--- src/rtl/uart_tx_ctrl.sv ---
// UART transmit controller: byte FIFO plus load handshake toward a tx engine.
// Frame config is double-buffered so it only changes between frames.
module uart_tx_ctrl #(
   parameter int DEPTH = 8
) (
   input  logic        clk,
   input  logic        reset,
   input  logic        wr_data,
   input  logic [7:0]  din,
   input  logic        wr_cfg,
   input  logic [7:0]  cfg,
   input  logic        clr_ovf,
   input  logic        txrdy,
   output logic        ld,
   output logic [7:0]  out_port,
   output logic        bit8,
   output logic        pen,
   output logic        ohel,
   output logic [19:0] baud_rate,
   output logic        full,
   output logic        empty,
   output logic [4:0]  count,
   output logic        busy,
   output logic        overflow
);

   localparam int AW = $clog2(DEPTH);
   localparam logic [4:0] DEPTH_C = 5'(DEPTH);

   typedef enum logic [1:0] {
      IDLE, LOAD, WAIT_BUSY, WAIT_RDY
   } state_t;

   state_t          state_q, state_d;
   logic [3:0]      tmo_q, tmo_d;
   logic [7:0]      mem_q [DEPTH];
   logic [AW-1:0]   wptr_q, rptr_q;
   logic [4:0]      cnt_q;
   logic [7:0]      out_q;
   logic [7:0]      pend_q;
   logic            bit8_q, pen_q, ohel_q, ovf_q;
   logic [19:0]     baud_q;
   logic            pop, push, drop;
   logic            unused_rsvd;

   function automatic logic [19:0] baud_dec(input logic [3:0] sel);
      case (sel)
         4'd0:    baud_dec = 20'd333333;
         4'd1:    baud_dec = 20'd83333;
         4'd2:    baud_dec = 20'd41667;
         4'd3:    baud_dec = 20'd20833;
         4'd4:    baud_dec = 20'd10417;
         4'd5:    baud_dec = 20'd5208;
         4'd6:    baud_dec = 20'd2604;
         4'd7:    baud_dec = 20'd1736;
         4'd9:    baud_dec = 20'd434;
         4'd10:   baud_dec = 20'd217;
         4'd11:   baud_dec = 20'd109;
         default: baud_dec = 20'd868;
      endcase
   endfunction

   assign unused_rsvd = pend_q[3];

   assign empty = (cnt_q == 5'd0);
   assign full  = (cnt_q == DEPTH_C);
   assign pop   = (state_q == IDLE) && !empty && txrdy;
   assign push  = wr_data && (!full || pop);
   assign drop  = wr_data && full && !pop;

   always_comb begin
      state_d = state_q;
      tmo_d   = 4'd0;
      unique case (state_q)
         IDLE:      if (pop) state_d = LOAD;
         LOAD:      state_d = WAIT_BUSY;
         WAIT_BUSY: begin
            if (!txrdy) state_d = WAIT_RDY;
            else if (tmo_q == 4'd15) state_d = IDLE;
            else tmo_d = tmo_q + 4'd1;
         end
         WAIT_RDY:  if (txrdy) state_d = IDLE;
         default:   state_d = IDLE;
      endcase
   end

   // Storage array carries no reset; pointers and count define validity.
   always_ff @(posedge clk) begin
      if (push) mem_q[wptr_q] <= din;
   end

   always_ff @(posedge clk) begin
      if (reset) begin
         state_q <= IDLE;
         tmo_q   <= 4'd0;
         wptr_q  <= '0;
         rptr_q  <= '0;
         cnt_q   <= 5'd0;
         out_q   <= 8'h00;
         pend_q  <= 8'h80;
         bit8_q  <= 1'b0;
         pen_q   <= 1'b0;
         ohel_q  <= 1'b0;
         baud_q  <= 20'd868;
         ovf_q   <= 1'b0;
      end else begin
         state_q <= state_d;
         tmo_q   <= tmo_d;
         if (push) wptr_q <= wptr_q + 1'b1;
         if (pop) begin
            out_q  <= mem_q[rptr_q];
            rptr_q <= rptr_q + 1'b1;
         end
         if (push && !pop) cnt_q <= cnt_q + 5'd1;
         else if (pop && !push) cnt_q <= cnt_q - 5'd1;
         if (drop) ovf_q <= 1'b1;
         else if (clr_ovf) ovf_q <= 1'b0;
         if (wr_cfg) pend_q <= cfg;
         if (state_q == IDLE) begin
            bit8_q <= pend_q[0];
            pen_q  <= pend_q[1];
            ohel_q <= pend_q[2];
            baud_q <= baud_dec(pend_q[7:4]);
         end
      end
   end

   assign ld        = (state_q == LOAD);
   assign busy      = (state_q != IDLE);
   assign out_port  = out_q;
   assign bit8      = bit8_q;
   assign pen       = pen_q;
   assign ohel      = ohel_q;
   assign baud_rate = baud_q;
   assign count     = cnt_q;
   assign overflow  = ovf_q;

endmodule

--- config.mk ---
export PLATFORM = sky130hd
export DESIGN_NAME = uart_tx_ctrl
export DESIGN_NICKNAME = d
export VERILOG_FILES = /design/src/rtl/uart_tx_ctrl.sv
export SDC_FILE = /design/constraint.sdc
export NUM_CORES = 1
export LEC_CHECK = 0
export ABC_AREA = 1
export ABC_CLOCK_PERIOD_IN_PS = 2200
export CAP_MARGIN = 20
export CELL_PAD_IN_SITES_DETAIL_PLACEMENT = 0
export CELL_PAD_IN_SITES_GLOBAL_PLACEMENT = 1
export CORE_UTILIZATION = 48
export CTS_CLUSTER_DIAMETER = 60
export DETAILED_ROUTE_END_ITERATION = 6
export DONT_BUFFER_PORTS = 1
export GPL_TIMING_DRIVEN = 0
export PLACE_DENSITY_LB_ADDON = 0.1
export SYNTH_ARGS = -nofsm -noshare
export SYNTH_HDL_FRONTEND = slang
export SYNTH_SLANG_ARGS = --single-unit
--- constraint.sdc ---
create_clock -name clk -period 2.2 [get_ports clk]
set_input_delay 0.33 -clock clk [delete_from_list [all_inputs] [get_ports clk]]
set_output_delay 0.33 -clock clk [all_outputs]
set_load 0.01 [all_outputs]
==> impl_metrics.json, run 1 <==
{
  "post-route-min-period_ps": 1989,
  "synth_area_leader_cell": "edfxtp_1",
  "port_buffers": 0,
  "postSynth.asyncResetShare_pct": 0,
  "crit_path_end_kind": "flop",
  "final_layout_size_suffix_gt1_share_pct": 14.65,
  "areaGrowthSynthToFinish_pct": 20.81,
  "critPathArrivalTime_ps": 2440,
  "yosysUniqueCellTypes": 31,
  "dr.pass1.iters": 4,
  "status": "finished clean",
  "avgRoutedWirePerCell_um": 14.81,
  "crit_fanout": 4,
  "synth-main-ff-cell": "edfxtp_1",
  "worst_slack_ps": 211.3,
  "nNetsFinal": 657,
  "grt_start_max_net_pins": 17,
  "overflow": 0,
  "synth_top_area_share_pct": 36.95,
  "drt_iter0_markers": 242,
  "track_usage_pct": 22.72,
  "synth_common_cells": "nand2_1, inv_1, nand3_1, edfxtp_1, dfxtp_1",
  "slowest_delay_ps": 370,
  "drv_cap": 0,
  "setup_viol": 0,
  "ys_seq_area_share_pct": 57.73,
  "clkLatencyLatePin_ps": 520,
  "cts.sinks": 118,
  "path_buf_inv": 3,
  "hold_class": "input port to flop",
  "worstMarginPinSlew_ps": 591.4,
  "synth_area_leaders": "edfxtp_1, dfxtp_1, nand2_1",
  "yosysWarnings": 0,
  "final.setup.tns_ps": 0,
  "skew_ps": 9.137,
  "die_h_um": 106.1,
  "drc": 0,
  "via_per_inst": 5.014,
  "ys_ff_latch": 118,
  "gp_congestion": 0.7739,
  "p_leak_uw": 0.002691,
  "synth_edf_count": 64,
  "clock_path_buffers": 2,
  "finalCritPeriodShare_pct": 90.40,
  "hpwl_mm": 7.941,
  "rsz0062_at_grt": "false",
  "grt_pass1_vias": 3952,
  "relSlewSlack_pct": 60.27,
  "core_um2": 10420,
  "hold_violations": 0,
  "synth_cells": 577,
  "synth.avg_cell_area_um2": 9.014,
  "crit_top_cell": "nand2_1",
  "cts_buffers": 17,
  "antenna_found_initial": 0,
  "path_clk_slew_ps": 60,
  "drt_wl_total_mm": 11.42,
  "crit_family": "simple AND/OR/NAND/NOR gates",
  "crit_type": "flop to flop",
  "via_count": 3866,
  "cp_cell_sequence": "nor2_2 -> nand3_1 -> inv_2 -> nand2_4 -> nand2_4 -> inv_2 -> ha_4 -> fa_2 -> inv_1 -> nand3_1 -> nand2_1 -> nand2_1 -> nand2_1 -> nand2_1 -> a21oi_1",
  "cp.required_ps": 2650,
  "fmax_mhz": 502.8,
  "vdd_ir_drop_max_uv": 603.3,
  "postRouteAntennaNets": 0,
  "cts_tree": "built",
  "grt_first_pass_wirelength_mm": 19.22,
  "io_pins": 63,
  "rows": 37,
  "antenna_cells": 0,
  "slew_violations": 0,
  "cts_root_buffer": "clkbuf_8",
  "die_w_um": 106.1,
  "dpl_worst_slack_ps": -92.46,
  "synth_area_um2": 5201,
  "initial_core_util_pct": 49.93,
  "start_kind": "flop",
  "cp_slowest_cell": "dfxtp_2",
  "die_area_um2": 11260,
  "post-synth-top-count-cell": "nand2_1",
  "htreeDepth": 4,
  "p_per_area_nw_per_um2": 1300
}
## power by group
part	leakage [uW]	switching, uW	internal, uW
clock	0.000296	981	1970
sequential	0.00103	309	2630
combinational	0.00137	1450	823
total	0.00269	2740	5430
## state kept, by name, indices dropped and copies added, names as in the netlist, 2 cells and up
| signal | flops |
|---|---|
| pend_q | 7 |
| wptr_q | 3 |
| baud_rate | 18 |
| out_port | 8 |
| tmo_q | 4 |
| state_q | 2 |
| mem_q | 64 |
| rptr_q | 3 |
| count | 5 |
## area by class of cell
class,instances,area [um2]
multi-input cells,350,1770
flip-flops and latches,118,3009
fillers,919,4133
inverters,85,327.8
plain buffers,25,156.4
clock inverters,14,206.4
repair buffers,25,215.2
clock buffers,18,427.9
well taps,136,170.2
## cell families (layout without fill, tap and decap cells)
group | Yosys count | after routing | synth area share, %
AO/OA/AOI/OAI | 75 | 75 | 7.361
AND/OR/NAND/NOR | 255 | 255 | 21.41
XOR/XNOR | 5 | 5 | 0.8421
adder cells (fa/ha/maj) | 13 | 13 | 3.272
buffers and inverters | 110 | 167 | 9.309
flip-flops | 118 | 118 | 57.73
other | 1 | 2 | 0.07210
## worst paths after layout
check                              start        end  slack [ps]  depth (start not counted)
worst max-delay path            count[2]   count[4]         210                         15
worst min-delay path              cfg[5]  pend_q[5]          20                          2
worst max register to register  count[2]   count[4]         210                         15
worst min register to register  tmo_q[0]   tmo_q[0]         460                          1
## cell usage in the layout (no fill, tap or decap), types with 4 or more instances in the layout
cell	n
a21oi_1	38
a21oi_2	4
buf_2	16
buf_4	11
bufinv_16	5
clkbuf_16	16
clkinv_2	4
clkinvlp_4	5
dfxtp_1	49
dfxtp_2	5
dlygate4sd3_1	16
edfxtp_1	64
ha_1	9
inv_1	74
inv_2	6
nand2_1	136
nand2_4	4
nand3_1	65
nor2_1	34
nor3_1	9
o21ai_0	29
o21ai_1	4
## routing by layer
layer	track usage, %	wire length (um)
met2	36.18	5474
met1	28.77	5144
met4	8.135	159
met5	0	0
met3	7.725	637
## through the flow
step / power, uW / util [%] / cell area (um2) / cells / hold WS [ps]
finish: 8170 / 60.32 / 6284 / 771 / 20.36
global route: 8680 / 60.32 / 6284 / 771 / 13.06
CTS: 8116 / 59.81 / 6230 / 771 / 1.417
detailed placement: 5098 / 52.06 / 5423 / 722 / 429.1
global placement: 5057 / 51.60 / 5375 / 714 / 429.2
floorplan: 4522 / - / 5205 / 578 / 417.6
## what timing repair did
item                                    in CTS  in global routing
resized for setup                            3                 12
setup buffers                                1                  0
pin swaps                                    1                  0
endpoints found under the setup margin       2                  2
endpoints found under the hold margin       71                  0
hold buffers                                16                  0
No activity file was read; power rests on OpenSTA's default activity.
==> run 2, diff against run 1 <==
Settings changed: SLEW_MARGIN set to 20.
==> impl_metrics.json, run 2 (synthesis gave the netlist of run 1 again) <==
{
  "vdd_ir_drop_max_uv": 655.6,
  "path_buf_inv": 3,
  "status": "finished clean",
  "crit_path_end_kind": "flop",
  "nNetsFinal": 648,
  "crit_fanout": 4,
  "path_clk_slew_ps": 60,
  "start_kind": "flop",
  "largest_register_ffs": 64,
  "final.setup.tns_ps": 0,
  "worstMarginPinSlew_ps": 790.4,
  "skew_ps": 7.166,
  "drc": 0,
  "grt_first_pass_wirelength_mm": 18.69,
  "via_count": 3860,
  "critPathArrivalTime_ps": 2450,
  "cp.required_ps": 2650,
  "rows": 37,
  "r2r_cells": 15,
  "reg2reg_from": "count[4]",
  "slew_violations": 0,
  "r2r_setup_slack_ps": 200,
  "cts_tree": "built",
  "whs_path_depth": 2,
  "finalCritPeriodShare_pct": 91.09,
  "hold_class": "input port to flop",
  "antenna_found_initial": 0,
  "post-route-min-period_ps": 2004,
  "cts.sinks": 118,
  "die_h_um": 106.1,
  "io_pins": 63,
  "crit_top_cell": "nand2_1",
  "clkLatencyLatePin_ps": 520,
  "final_cell_mix": "nand2_1, inv_1, nand3_1, edfxtp_1, dfxtp_1",
  "final_layout_size_suffix_gt1_share_pct": 14.70,
  "crit_family": "simple AND/OR/NAND/NOR gates",
  "grt.busiest_layer": "met2",
  "avgRoutedWirePerCell_um": 15.05,
  "grt_pass1_vias": 3747,
  "drv_cap": 0,
  "final_common_cell": "nand2_1",
  "core_um2": 10420,
  "drt_wl_total_mm": 11.47,
  "rsz0062_at_grt": "false",
  "postRouteAntennaNets": 0,
  "htreeDepth": 4,
  "antenna_cells": 0,
  "hold_violations": 0,
  "cp_slowest_cell": "dfxtp_2",
  "drt_iter0_markers": 221,
  "setup_viol": 0,
  "hpwl_mm": 7.899,
  "relSlewSlack_pct": 47.02,
  "instances_no_fill": 762,
  "cts_buffers": 17,
  "dr.pass1.iters": 4,
  "grt_start_max_net_pins": 17,
  "gp_congestion": 0.7739,
  "initial_core_util_pct": 49.93,
  "grt.met3_usage_pct": 6.193,
  "via_per_inst": 5.066,
  "cp_cell_sequence": "nor2_2 -> nand3_1 -> inv_2 -> nand2_4 -> nand2_4 -> inv_2 -> ha_4 -> fa_2 -> inv_1 -> nand3_1 -> nand2_1 -> nand2_1 -> nand2_1 -> nand2_1 -> a21oi_1",
  "slowest_delay_ps": 350,
  "port_buffers": 0,
  "areaGrowthSynthToFinish_pct": 19.53,
  "crit_type": "flop to flop",
  "hp-start": "cfg[6]",
  "track_usage_pct": 22.04,
  "largest_register": "mem_q",
  "clock_path_buffers": 2,
  "p_per_area_nw_per_um2": 1270,
  "grtUsageMet2_pct": 35.53,
  "die_area_um2": 11260,
  "place_inst": 714,
  "die_w_um": 106.1,
  "cts_root_buffer": "clkbuf_8",
  "gr-usage-met1_pct": 27.95,
  "timing.rr.end": "count[4]",
  "p_leak_uw": 0.002644,
  "fmax_mhz": 499.0,
  "holdPathEnd": "pend_q[6]",
  "overflow": 0
}
run 2: cell types whose count changed in the layout (fill, tap and decap cells not counted), sizes merged:
| cell | previous run | this run |
|---|---|---|
| buf | 32 | 24 |
| clkinvlp | 5 | 1 |
| clkbuf | 20 | 27 |
| inv | 83 | 84 |
| bufinv | 5 | 1 |
| dlygate4sd3 | 16 | 15 |
run 2: report_power, final:
group	leakage, uW	internal, uW	switching, uW	total [uW]
Clock	0.000289	1710	932	2650
Combinational	0.00133	824	1480	2300
Sequential	0.00103	2630	312	2950
run 2: how the worst max path moves through the flow:
| stage | to | depth (start not counted) | startpoint | slack [ps] |
|---|---|---|---|---|
| final | count[4] | 15 | count[4] | 200 |
| after global routing | count[4] | 15 | count[4] | 20 |
| after CTS | count[4] | 15 | count[2] | 2 |
| after detailed placement | count[3] | 13 | count[0] | -90 |
| after global placement | mem_q[7][6] | 7 | count[1] | -210 |
| after floorplan | count[3] | 13 | count[4] | 180 |
run 2: through the flow:
stage / hold WS, ps / worst slack, ps / instance area, um2 / total power, uW / util, %
2_1_floorplan: 417.6 / 179.5 / 5205 / 4522 / -
6_report: 39.98 / 196.1 / 6217 / 7893 / 59.69
3_5_place_dp: 429.1 / -94.75 / 5415 / 5111 / 51.99
3_3_place_gp: 429.2 / -207.4 / 5375 / 5057 / 51.60
5_1_grt: 41.09 / 15.56 / 6217 / 8386 / 59.69
4_1_cts: 20.81 / 2.180 / 6165 / 7829 / 59.18
run 2: what timing repair did:
item	in CTS	in global routing
endpoints found under the setup margin	2	2
pin swaps	1	0
endpoints found under the hold margin	70	0
gates resized for setup	5	11
buffers inserted	1	0
hold buffers	15	0
run 2: area by class of cell:
cell class	instances	area [um2]
multi-input cells	350	1815
repair buffers	16	157.7
flip-flops and latches	118	3009
inverters	85	327.8
plain buffers	25	156.4
fillers	907	4199
clock buffers	25	516.7
well taps	136	170.2
clock inverters	7	63.81
run 2: routing by layer:
metal / routed length [um] / share of wire (%)
met3: 587 / 5.1
met2: 5445 / 47
met4: 223 / 1.9
met5: 0 / 0
met1: 5211 / 45
==> run 3, diff against run 2 <==
Settings changed: CTS_CLUSTER_DIAMETER 60 to 120.
==> results of run 3 <==
The final DEF is identical to that of run 2; final timing and power are the same.
